--- src/rtl/mips_datapath.sv ---
// mips_datapath: single-cycle MIPS-subset core; clk/reset in, pc drives the instruction ROM, instruction comes back the same cycle, result is the ALU/write-back value
module mips_datapath #(
  parameter logic [31:0] RESET_PC = 32'h0000_0000
) (
  input  logic        clk,
  input  logic        reset,
  input  logic [31:0] instruction,
  output logic [31:0] pc,
  output logic [31:0] result
);
  logic [31:0] r_pc;
  logic [31:0] r_regs [32];
  logic [5:0]  w_op, w_fn;
  logic [4:0]  w_rs, w_rt, w_rd, w_dst;
  logic [31:0] w_a, w_b, w_sext, w_zext, w_opb, w_alu, w_pc4, w_npc;
  logic        w_rtype, w_rok, w_addi, w_andi, w_ori, w_beq, w_bne, w_j;
  logic        w_sub, w_and, w_or, w_slt, w_we, w_take;
  assign w_op    = instruction[31:26];
  assign w_rs    = instruction[25:21];
  assign w_rt    = instruction[20:16];
  assign w_rd    = instruction[15:11];
  assign w_fn    = instruction[5:0];
  assign w_sext  = {{16{instruction[15]}}, instruction[15:0]};
  assign w_zext  = {16'h0000, instruction[15:0]};
  assign w_a     = w_rs == 5'd0 ? '0 : r_regs[w_rs];
  assign w_b     = w_rt == 5'd0 ? '0 : r_regs[w_rt];
  assign w_rtype = w_op == 6'h00;
  assign w_addi  = w_op == 6'h08;
  assign w_andi  = w_op == 6'h0C;
  assign w_ori   = w_op == 6'h0D;
  assign w_beq   = w_op == 6'h04;
  assign w_bne   = w_op == 6'h05;
  assign w_j     = w_op == 6'h02;
  assign w_rok   = w_rtype && (w_fn == 6'h20 || w_fn == 6'h22 || w_fn == 6'h24 || w_fn == 6'h25 || w_fn == 6'h2A);
  assign w_sub   = (w_rtype && w_fn == 6'h22) || w_beq || w_bne;
  assign w_and   = (w_rtype && w_fn == 6'h24) || w_andi;
  assign w_or    = (w_rtype && w_fn == 6'h25) || w_ori;
  assign w_slt   = w_rtype && w_fn == 6'h2A;
  assign w_opb   = (w_rtype || w_beq || w_bne) ? w_b : (w_andi || w_ori) ? w_zext : w_sext;
  assign w_alu   = w_j   ? '0 :
                   w_sub ? w_a - w_opb :
                   w_and ? w_a & w_opb :
                   w_or  ? w_a | w_opb :
                   w_slt ? {31'd0, $signed(w_a) < $signed(w_opb)} :
                           w_a + w_opb;
  assign result  = reset ? '0 : w_alu;
  assign w_we    = w_rok || w_addi || w_andi || w_ori;
  assign w_dst   = w_rtype ? w_rd : w_rt;
  assign w_pc4   = r_pc + 32'd4;
  assign w_take  = (w_beq && w_a == w_b) || (w_bne && w_a != w_b);
  assign w_npc   = w_j    ? {w_pc4[31:28], instruction[25:0], 2'b00} :
                   w_take ? w_pc4 + {w_sext[29:0], 2'b00} :
                            w_pc4;
  assign pc      = r_pc;
  always_ff @(posedge clk) begin
    if (reset) begin
      r_pc <= RESET_PC;
      for (int i = 0; i < 32; i++) r_regs[i] <= '0;
    end else begin
      r_pc <= w_npc;
      if (w_we && w_dst != 5'd0) r_regs[w_dst] <= w_alu;
    end
  end
endmodule

--- config.mk ---
export PLATFORM = sky130hd
export DESIGN_NAME = mips_datapath
export DESIGN_NICKNAME = d
export VERILOG_FILES = /design/src/rtl/mips_datapath.sv
export SDC_FILE = /design/constraint.sdc
export NUM_CORES = 2
export LEC_CHECK = 0
export ABC_CLOCK_PERIOD_IN_PS = 9600
export CORE_ASPECT_RATIO = 0.9
export CORE_UTILIZATION = 36
export DETAILED_ROUTE_END_ITERATION = 10
export DONT_BUFFER_PORTS = 1
export HOLD_SLACK_MARGIN = 0.08
export PLACE_DENSITY = 0.53
export SYNTH_ARGS = -nofsm -noshare
export SYNTH_HDL_FRONTEND = slang
export SYNTH_SLANG_ARGS = --single-unit
--- constraint.sdc ---
create_clock -name clk -period 9.6 [get_ports clk]
set_input_delay 0.96 -clock clk [delete_from_list [all_inputs] [get_ports clk]]
set_output_delay 0.96 -clock clk [all_outputs]
set_load 0.02 [all_outputs]
==> tab_implementation.tex <==
\begin{tabular}{lr}
\hline
Metric & Value \\
\hline
\multicolumn{2}{l}{\textbf{Status}} \\
\quad Result of the run & complete, no violations \\
\multicolumn{2}{l}{\textbf{Timing}} \\
\quad Final Setup Violations & 0 \\
\quad Max Clk Rate & approximately 120 MHz \\
\quad Final setup TNS & 0 ns \\
\quad Final worst clock skew & about 0.034 ns \\
\quad Post-route clock period utilization & roughly nine tenths \\
\quad Fin. max-slew vios & 0 \\
\quad RSZ-0062 raised after global routing & no \\
\quad PnR worst setup slack & between 0.9 and 1 ns \\
\quad Slew at the pin closest to its max-slew limit & approximately 1.3 ns \\
\quad Hold Vio Cnt, Final & 0 \\
\quad Fin crit period & a little under 9 ns \\
\quad Headroom to the max-slew limit & a little under an eighth \\
\multicolumn{2}{l}{\textbf{Setup path}} \\
\quad Endpoint kind of the worst setup timing path & primary output \\
\quad Worst Reg-to-Reg Cells & 16 \\
\quad Worst path slowest cell & a211oi\_1 \\
\quad Type of origin of the critical path & input pin \\
\quad Worst path cell trace & nor4\_1, or3\_1, o22ai\_1, nor2\_1, inv\_1, ha\_1, o21ai\_0, a21oi\_1, o21bai\_1, or4\_1, a31oi\_1, buf\_4, nor4\_1, nand3b\_1, a21bo\_2, xor2\_2, a211oi\_1, buf\_4 \\
\quad Arr. time, crit path & between 7 and 8 ns \\
\quad Required arrival time at the worst endpoint & 8.64 ns \\
\quad Largest stage delay, worst path & around 1.1 ns \\
\quad Worst Path Class, Setup & input pin to primary output \\
\quad Critical path fanouts, max & 252 \\
\multicolumn{2}{l}{\textbf{Floorplan}} \\
\quad Initial Util & between 30\% and 40\% \\
\quad Die height & between 300 and 400 um \\
\quad IO Pins & between 90 and 100 \\
\quad Horizontal extent of the die & around 440 um \\
\quad Die ar. & 174000 sq um \\
\quad Row count & $\sim$140 \\
\quad Core Region & about 170000 sq um \\
\multicolumn{2}{l}{\textbf{Synthesis}} \\
\quad Syn\_area\_per\_cell & 12.5 sq um \\
\quad Most common flop cell mapped by yosys & edfxtp\_1 \\
\quad Fraction of the yosys area taken by sequential cells & approximately half \\
\quad EDFF count, synth & roughly 1000 \\
\quad Yosys top cell by area & edfxtp\_1 \\
\quad Cells taking the most area after synthesis & edfxtp\_1, mux4\_2, nor2\_1 \\
\quad Cell with the most instances after synthesis & nor2\_1 \\
\quad Gate count after technology mapping & just under 5000 \\
\quad Top cell type's share of synthesized area & roughly half \\
\quad Yosys cell types & 80 \\
\quad Synthesized area & just over 60000 sq um \\
\quad Synth cell count leaders & nor2\_1, edfxtp\_1, mux4\_2, clkbuf\_1, nand2\_1 \\
\quad Number of flip-flops and latches in the synthesized netlist & around 1100 \\
\quad Ys Warns & 0 \\
\quad Asr flop ratio synth & 0\% \\
\multicolumn{2}{l}{\textbf{Global routing}} \\
\quad Wire length of the first global-routing pass & 359000 um \\
\quad Number of antenna violations at the first check in global routing & 8 \\
\quad Vias in the first global route & roughly 44000 \\
\quad GRT Util Overall & between 20 and 30\% \\
\quad Largest net degree at the start of global routing & 285 \\
\quad GR Overflow Total & 0 \\
\multicolumn{2}{l}{\textbf{Placement}} \\
\quad Placed Area & 64800 sq um \\
\quad Count of port buffers added during placement & 0 \\
\quad Number of placed instances with taps included & around 7000 \\
\quad Last weighted congestion value of the routability-driven placer & roughly 1.0 \\
\quad Detail Placement HPWL & approximately 160000 um \\
\quad Worst-case setup slack after placement & 1.56 ns \\
\multicolumn{2}{l}{\textbf{Final layout}} \\
\quad Number of nets in the finished design & around 5000 \\
\quad Cell area after layout & 68600 sq um \\
\quad Reg area & 31400 sq um \\
\quad Fraction of layout instances using a drive strength above 1 & around a fifth \\
\quad Post-route non-filler standard cell count & slightly above 7000 \\
\quad Area growth from synthesis to layout & 10.6\% \\
\quad Filler cells & between 15000 and 20000 \\
\quad Area used by multi-input combinational logic & 28800 sq um \\
\multicolumn{2}{l}{\textbf{Clocking}} \\
\quad Post-CTS Setup Bufs & 0 \\
\quad Number of cells upsized or downsized after cts & 0 \\
\quad Maximum number of buffers from clock root to sink & 3 \\
\quad CTS root buffer & clkbuf\_16 \\
\quad Source-to-sink clock delay at the later pin of the worst-skew pair & roughly 0.80 ns \\
\quad TritonCTS clock tree & built \\
\quad Number of buffers inserted during clock tree synthesis & 116 \\
\quad Count of hold-fix buffers inserted at cts & 0 \\
\quad Depth of the CTS H-tree & 3 \\
\quad Clock sink count & between 1000 and 1500 \\
\quad Clock slew seen by the registers of the worst setup and hold paths & around 0.06 ns \\
\multicolumn{2}{l}{\textbf{Min path}} \\
\quad Min-Delay Path Class & input pin to register \\
\quad Cells on Worst Hold Path & 1 \\
\multicolumn{2}{l}{\textbf{Route}} \\
\quad DRC & 0 \\
\quad Average detailed-routed wire length per instance & $\sim$37 um \\
\quad Number of design-rule violations left by the first detailed-router iteration & 6643 \\
\quad Aggregate routed wire length & $\sim$260000 um \\
\quad Count of vias placed by the detailed router & 46500 \\
\quad First drt pass iteration count & 6 \\
\quad Post-route antenna net violation count & 0 \\
\quad Max Used Layer & met5 \\
\quad Via density per instance & between 6 and 7 \\
\quad Sum of met2 wire segment lengths after detailed routing & between 100000 and 150000 um \\
\quad Total met3 wirelength after detailed routing & a little under 30000 um \\
\quad Met1 Wirelength & $\sim$100000 um \\
\multicolumn{2}{l}{\textbf{Pwr}} \\
\quad Design Power & 12600 uW \\
\quad Power Dens Cells & around 180 nW/um\^{}2 \\
\quad Maximum vdd drop & around 0.16 mV \\
\quad Leakage & about 0.025 uW \\
\multicolumn{2}{l}{\textbf{Flow run}} \\
\quad Number of max-capacitance violations reported & 0 \\
\hline
\end{tabular}
-- final cells by class --
| cell class | count | share of cell area, % |
|---|---|---|
| Clock buffer | 141 | 4.40 |
| Clock inverter | 71 | 1.11 |
| Antenna cell | 5 | 0.0182 |
| Inverter | 117 | 0.651 |
| Tap cell | 2263 | 4.13 |
| Sequential cell | 1054 | 45.7 |
| Timing Repair Buffer | 179 | 2.00 |
| Multi-Input combinational cell | 3350 | 42.0 |
-- critical path, delay by kind of cell --
kind | cells | cell delay [ns]
AO/OA/AOI/OAI | 7 | 2.17
XOR/XNOR | 1 | 0.15
adder cells (fa/ha/maj) | 1 | 0.50
buffers and inverters | 3 | 0.62
AND/OR/NAND/NOR | 6 | 2.95
-- report_power, final --
part           internal, uW  switching (uW)  leakage [uW]
combinational           843            1850        0.0124
clock                  2580            1990       0.00183
sequential             5200            90.1        0.0108
total                  8630            3940        0.0250
-- per-stage QoR --
stage / hold slack (ns) / utilization [%]
floorplan: 0.681 / -
global placement: 0.701 / 37.9
detailed placement: 0.704 / 37.9
CTS: 0.214 / 40.1
global route: 0.235 / 40.1
finish: 0.243 / 40.1
-- flip-flops by register name, indices dropped and copies added, names as in the netlist --
signal / count
pc: 30
r_regs: 1024
-- placed cells by master (no fill, tap or decap), types with 27 or more instances in the layout --
| master | Yosys | layout |
|---|---|---|
| nor2_1 | 1130 | 1127 |
| edfxtp_1 | 1024 | 1024 |
| mux4_2 | 505 | 505 |
| mux2i_1 | 190 | 190 |
| buf_4 | 22 | 177 |
| nand2_1 | 191 | 160 |
| a21oi_1 | 142 | 137 |
| ha_1 | 126 | 126 |
| clkbuf_16 | 0 | 117 |
| inv_1 | 111 | 111 |
| xnor2_1 | 99 | 99 |
| o21ai_0 | 82 | 81 |
| a22oi_1 | 74 | 73 |
| nor3_1 | 64 | 64 |
| nand3_1 | 49 | 49 |
| o22ai_1 | 47 | 47 |
| a211oi_1 | 47 | 46 |
| a21o_1 | 37 | 37 |
| o21bai_1 | 37 | 37 |
| conb_1 | 1 | 34 |
| nor4b_1 | 33 | 33 |
| nand2b_2 | 0 | 32 |
| nand2_2 | 0 | 31 |
| mux2_2 | 30 | 30 |
| dfxtp_1 | 30 | 30 |
| clkinv_1 | 2 | 27 |
-- layer usage --
metal	up-vias	GRT usage [%]
met5	-	0
met4	4	12.8
met3	572	6.45
met2	3181	44.6
met1	24200	41.2
li1	18500	-
-- worst paths after layout --
kind / start / to / slack, ns
worst min register to register: pc[31] / pc[31] / 0.71
worst min-delay path: reset / pc[31] / 0.24
worst max-delay path: instruction[21] / result[26] / 0.93
worst max register to register: r_regs[4][11] / r_regs[2][28] / 3.31
-- cells by family after synthesis --
family / Yosys count / synth area share [%]
AOI/OAI and AO/OA: 673 / 7.58
xor gates and xnor gates: 126 / 1.78
adders and majority gates: 129 / 2.64
buffers and inverters: 576 / 4.07
DFF: 1054 / 50.5
muxes: 726 / 22.0
other: 1 / 0.00605
and+or+nand+nor: 1662 / 11.4
(Power assumes the default switching activity.)
